--- config.mk ---
export PLATFORM = sky130hd
export DESIGN_NAME = reg_file_flat
export DESIGN_NICKNAME = d
export VERILOG_FILES = /design/src/rtl/reg_file_pkg.sv /design/src/rtl/reg_file_if.sv /design/src/rtl/reg_file.sv /design/src/flat_wrapper.sv
export SDC_FILE = /design/constraint.sdc
export NUM_CORES = 2
export LEC_CHECK = 0
export BUFFER_PORTS_ARGS = -buffer_cell sky130_fd_sc_hd__buf_2
export CAP_MARGIN = 20
export CORE_ASPECT_RATIO = 0.9
export CORE_UTILIZATION = 58
export DETAILED_ROUTE_END_ITERATION = 10
export PLACE_DENSITY = 0.8
export SLEW_MARGIN = 20
export SYNTH_ARGS = -nofsm -noshare
export SYNTH_HDL_FRONTEND = slang
export SYNTH_SLANG_ARGS = --single-unit
--- constraint.sdc ---
create_clock -name clk -period 36.5 [get_ports clk]
set_input_delay 9.125 -clock clk [delete_from_list [all_inputs] [get_ports clk]]
set_output_delay 9.125 -clock clk [all_outputs]
set_load 0.01 [all_outputs]
--- src/rtl/reg_file_pkg.sv ---
// Shared RV32 register-file types and constants.
package reg_file_pkg;
  localparam int XLEN       = 32;
  localparam int REG_ADDR_W = 5;
  localparam int NUM_REGS   = 32;

  typedef logic [XLEN-1:0]       xlen_t;
  typedef logic [REG_ADDR_W-1:0] reg_addr_t;

  localparam reg_addr_t ZERO_REG = 5'd0;
endpackage

--- src/rtl/reg_file_if.sv ---
// Register-file access bus: two read ports and one write port.
interface reg_file_if;
  import reg_file_pkg::*;

  reg_addr_t read_reg1;
  reg_addr_t read_reg2;
  reg_addr_t write_reg;
  xlen_t     write_data;
  logic      write_reg_enable;
  xlen_t     read_data1;
  xlen_t     read_data2;

  modport master (
    output read_reg1, read_reg2, write_reg, write_data, write_reg_enable,
    input  read_data1, read_data2
  );

  modport slave (
    input  read_reg1, read_reg2, write_reg, write_data, write_reg_enable,
    output read_data1, read_data2
  );
endinterface

--- src/rtl/reg_file.sv ---
// RV32 integer register file: 32x32, two combinational read ports with write-through
// bypass, one synchronous write port, x0 hardwired to zero, async active-high reset.
module reg_file
  import reg_file_pkg::*;
#(
  parameter int DATA_WIDTH = reg_file_pkg::XLEN,
  parameter int ADDR_WIDTH = reg_file_pkg::REG_ADDR_W,
  parameter int NUM_REGS   = reg_file_pkg::NUM_REGS
) (
  input  logic        clk,
  input  logic        reset,
  reg_file_if.slave   bus
);

  logic [DATA_WIDTH-1:0] regs_q [NUM_REGS];
  logic                  wr_en_d;

  // Gating on reset here also suppresses the bypass while reset is held.
  assign wr_en_d = bus.write_reg_enable && (bus.write_reg != ZERO_REG) && !reset;

  always_ff @(posedge clk or posedge reset) begin
    if (reset) begin
      for (int i = 0; i < NUM_REGS; i++) begin
        regs_q[i] <= '0;
      end
    end else if (wr_en_d) begin
      regs_q[bus.write_reg] <= bus.write_data;
    end
  end

  function automatic logic [DATA_WIDTH-1:0] read_port(
    input logic [ADDR_WIDTH-1:0] idx,
    input logic [DATA_WIDTH-1:0] stored,
    input logic                  wr_en,
    input logic [ADDR_WIDTH-1:0] wr_idx,
    input logic [DATA_WIDTH-1:0] wr_data
  );
    if (idx == '0) begin
      return '0;
    end else if (wr_en && (wr_idx == idx)) begin
      return wr_data;
    end else begin
      return stored;
    end
  endfunction

  assign bus.read_data1 = read_port(bus.read_reg1, regs_q[bus.read_reg1], wr_en_d,
                                    bus.write_reg, bus.write_data);
  assign bus.read_data2 = read_port(bus.read_reg2, regs_q[bus.read_reg2], wr_en_d,
                                    bus.write_reg, bus.write_data);

endmodule

--- src/flat_wrapper.sv ---
// flat-port wrapper written by rule: the top's interface ports become plain ports
module reg_file_flat import reg_file_pkg::*;
#(
  parameter int DATA_WIDTH = reg_file_pkg::XLEN,
  parameter int ADDR_WIDTH = reg_file_pkg::REG_ADDR_W,
  parameter int NUM_REGS   = reg_file_pkg::NUM_REGS
)
  (clk, reset, bus_read_reg1, bus_read_reg2, bus_write_reg, bus_write_data, bus_write_reg_enable, bus_read_data1, bus_read_data2);
  reg_file_if bus_i ();
  input  logic clk;
  input  logic reset;
  input wire logic [$bits(bus_i.read_reg1)-1:0] bus_read_reg1;
  input wire logic [$bits(bus_i.read_reg2)-1:0] bus_read_reg2;
  input wire logic [$bits(bus_i.write_reg)-1:0] bus_write_reg;
  input wire logic [$bits(bus_i.write_data)-1:0] bus_write_data;
  input wire logic [$bits(bus_i.write_reg_enable)-1:0] bus_write_reg_enable;
  output wire logic [$bits(bus_i.read_data1)-1:0] bus_read_data1;
  output wire logic [$bits(bus_i.read_data2)-1:0] bus_read_data2;
  assign bus_i.read_reg1 = bus_read_reg1;
  assign bus_i.read_reg2 = bus_read_reg2;
  assign bus_i.write_reg = bus_write_reg;
  assign bus_i.write_data = bus_write_data;
  assign bus_i.write_reg_enable = bus_write_reg_enable;
  assign bus_read_data1 = bus_i.read_data1;
  assign bus_read_data2 = bus_i.read_data2;
  reg_file #(.DATA_WIDTH(DATA_WIDTH), .ADDR_WIDTH(ADDR_WIDTH), .NUM_REGS(NUM_REGS)) u_core (.clk(clk), .reset(reset), .bus(bus_i));
endmodule
==> flow_metrics.env <==
export IMPL_yosys_top_cells_area="dfrtp_1 46%, mux2_2 23%, mux4_2 14%, mux2i_1 3.4%, o22ai_1 1.6%"
export IMPL_syn_inst=3954
export IMPL_mostFrequentLayoutCell="mux2_2"
export IMPL_grt_usage_pct=35.9
export IMPL_synth_top_cell_area_share_pct=46.3
export IMPL_yosysTopAreaCell="dfrtp_1"
export IMPL_place_ws_ns=13.77
export IMPL_synthFlopType="dfrtp_1"
export IMPL_fp_dieW_um=328
export IMPL_grt_first_pass_wirelength_mm=254
export IMPL_finClkSkew_ns=0
export IMPL_cts_tree="built"
export IMPL_endpoint_kind="output port"
export IMPL_post_route_period_util_pct=62.4
export IMPL_path_clk_slew_ns=0.06
export IMPL_crit_required_ns=27.37
export IMPL_core_area_um2=94700
export IMPL_cts_setup_buffers=0
export IMPL_final_max_slew_viol_count=0
export IMPL_vias=38228
export IMPL_syn_area_per_cell_um2=14.0
export IMPL_rsz0062_at_grt="no"
export IMPL_drt_iter0_drc=5173
export IMPL_cts_buffer_depth=3
export IMPL_power_w=0.00298
export IMPL_syn_nets=4004
export IMPL_final_cell_mix="1114 x mux2_2, 1024 x dfrtp_1, 346 x mux4_2"
export IMPL_regMostFlops="u_core.regs_q"
export IMPL_min_to="u_core.regs_q[1021]"
export IMPL_synth_edf_count=0
export IMPL_syn_area_um2=55300
export IMPL_drtAntennaViolNets=0
export IMPL_grt_pass1_vias=38108
export IMPL_critPathArrivalTime_ns=13.64
export IMPL_reg2reg_to="u_core.regs_q[785]"
export IMPL_ys_seq_area_share_pct=46.3
export IMPL_finalWirelength_mm=173
export IMPL_place_congestion=0.900
export IMPL_reg2regPathDepth=1
export IMPL_port_buffers=113
export IMPL_p_leak_nw=26.9
export IMPL_finalHoldWorstSlack_ns=0.399
export IMPL_fmax_mhz=43.9
export IMPL_p_per_area_nw_per_um2=49.9
export IMPL_worst_setup_path_start_kind="input port"
export IMPL_hpwl_mm=97.9
export IMPL_antenna_found_initial=18
export IMPL_setup_viol=0
export IMPL_async_reset_ff_share_pct=100
export IMPL_outcome="complete, no violations"
export IMPL_cts_made_buffers=101
export IMPL_period_minus_slack_ns=22.76
export IMPL_clock_sinks=1024
export IMPL_vdd_drop_max_v=0.0000638
export IMPL_largest_register_ffs=1024
export IMPL_fin_nets=3869
export IMPL_wire_per_inst_um=33.5
export IMPL_rows=107
export IMPL_cts_root_buf="clkbuf_16"
export IMPL_setup_ws_ns=13.74
export IMPL_min_from="u_core.regs_q[1021]"
export IMPL_reg2reg_from="u_core.regs_q[785]"
export IMPL_maxCapViolCount=0
export IMPL_top_regs="u_core.regs_q: 1024 flops"
export IMPL_yosys_warnings=0
export IMPL_slew_headroom_pct=17.3
export IMPL_fp_dieArea_um2=96700
export IMPL_yosysUniqueCellTypes=53
export IMPL_finalSetupTns_ns=0
export IMPL_clk_latency_ns=0.70
export IMPL_cts_hold_buf=0
export IMPL_syn_to_final_growth_pct=7.90
export IMPL_crit_type="in -> out"
export IMPL_tightest_slew_ns=1.23
export IMPL_start_util_pct=58.5
export IMPL_num_io_pins=114
export IMPL_dieHeight_um=295
export IMPL_path_max_fanout=50
export IMPL_ys_ff_latch=1024
export IMPL_postCtsResizedCells=0
export IMPL_reg2reg_slack_ns=35.66
export IMPL_grt_max_degree=176
export IMPL_drc=0
export IMPL_dr_pass1_iters=5
export IMPL_htreeDepth=3
export IMPL_grt_overflow_total=0
export IMPL_whs_path_depth=0
export IMPL_hold_class="reg -> reg"
export IMPL_via_per_inst=7.40
export IMPL_hold_viol=0
export IMPL_drive_gt1_share_pct=48.3
[worst max-delay path: stages]
cell	delay [ns]
buf_8	0.35
buf_4	0.82
buf_4	0.68
buf_4	0.79
mux4_2	0.37
o22ai_1	0.11
nor3_1	0.44
nor2_1	0.17
a221oi_1	0.43
buf_2	0.21
[worst max path at each step]
stage	from	to
3_5_place_dp	bus_read_reg2[0]	bus_read_data2[1]
5_1_grt	bus_read_reg2[0]	bus_read_data2[1]
4_1_cts	bus_read_reg2[0]	bus_read_data2[31]
3_3_place_gp	bus_read_reg2[0]	bus_read_data2[1]
6_report	bus_read_reg2[0]	bus_read_data2[31]
2_1_floorplan	reset	u_core.regs_q[0]
[synthesized netlist by cell type (all sizes together), types with 2 or more instances]
cell,count
inv,2
mux2i,189
o21a,9
buf,237
nor2b,8
nor3b,5
a21oi,14
a211oi,47
or3b,2
o22ai,141
xnor2,8
o211ai,3
a221oi,40
a2111oi,11
a22o,11
mux4,346
o21ai,17
a22oi,3
nand4,2
or3,2
dfrtp,1024
nor2,192
clkbuf,214
o2111ai,2
or2,4
nand2b,7
a221o,51
nor3,100
nand2,28
nand3,9
nand3b,7
o31a,6
a21o,2
nor4,25
a31oi,2
mux2,1148
o221ai,30
xor2,2
[logic make-up after synthesis]
logic type / Yosys count / synth area share [%]
AND/OR/NAND/NOR: 393 / 3.29
buffers and inverters: 453 / 4.09
AO/OA/AOI/OAI: 391 / 5.30
multiplexers: 1683 / 40.9
flip-flops: 1024 / 46.3
XOR/XNOR: 10 / 0.158
[routing by layer]
layer | track usage (%) | vias up | wire length (um)
li1 | - | 14908 | -
met2 | 50.9 | 2680 | 73800
met4 | 16.7 | 24 | 8700
met5 | 0.692 | - | 184
met3 | 12.8 | 626 | 24200
met1 | 49.3 | 19990 | 65900
[where the power goes]
group          internal [W]  leakage (nW)  switching (W)
Clock              0.000614          1.64       0.000457
Sequential          0.00128          13.6       0.000110
Combinational      0.000280          11.6       0.000235
Total               0.00218          26.9       0.000802
[per-stage QoR]
| step | area, um^2 | utilization (%) | cells |
|---|---|---|---|
| 3_5_place_dp | 56300 | 59.5 | 4968 |
| 6_report | 59700 | 63.1 | 5163 |
| 3_3_place_gp | 56300 | 59.5 | 4968 |
| 4_1_cts | 59700 | 63.0 | 5153 |
| 2_1_floorplan | 55300 | - | 3954 |
| 5_1_grt | 59700 | 63.1 | 5157 |
[layout make-up]
cell class                 instances  area (um^2)
fill                            6849        34900
multi-input combinational       2477        27700
sequential                      1024        25600
clock buffer                     159         3050
tap                             1253         1570
timing repair buffer             213         1420
clock inverter                    26          315
antenna                            9         22.5
inverter                           2         11.3
(Power assumes the default switching activity.)
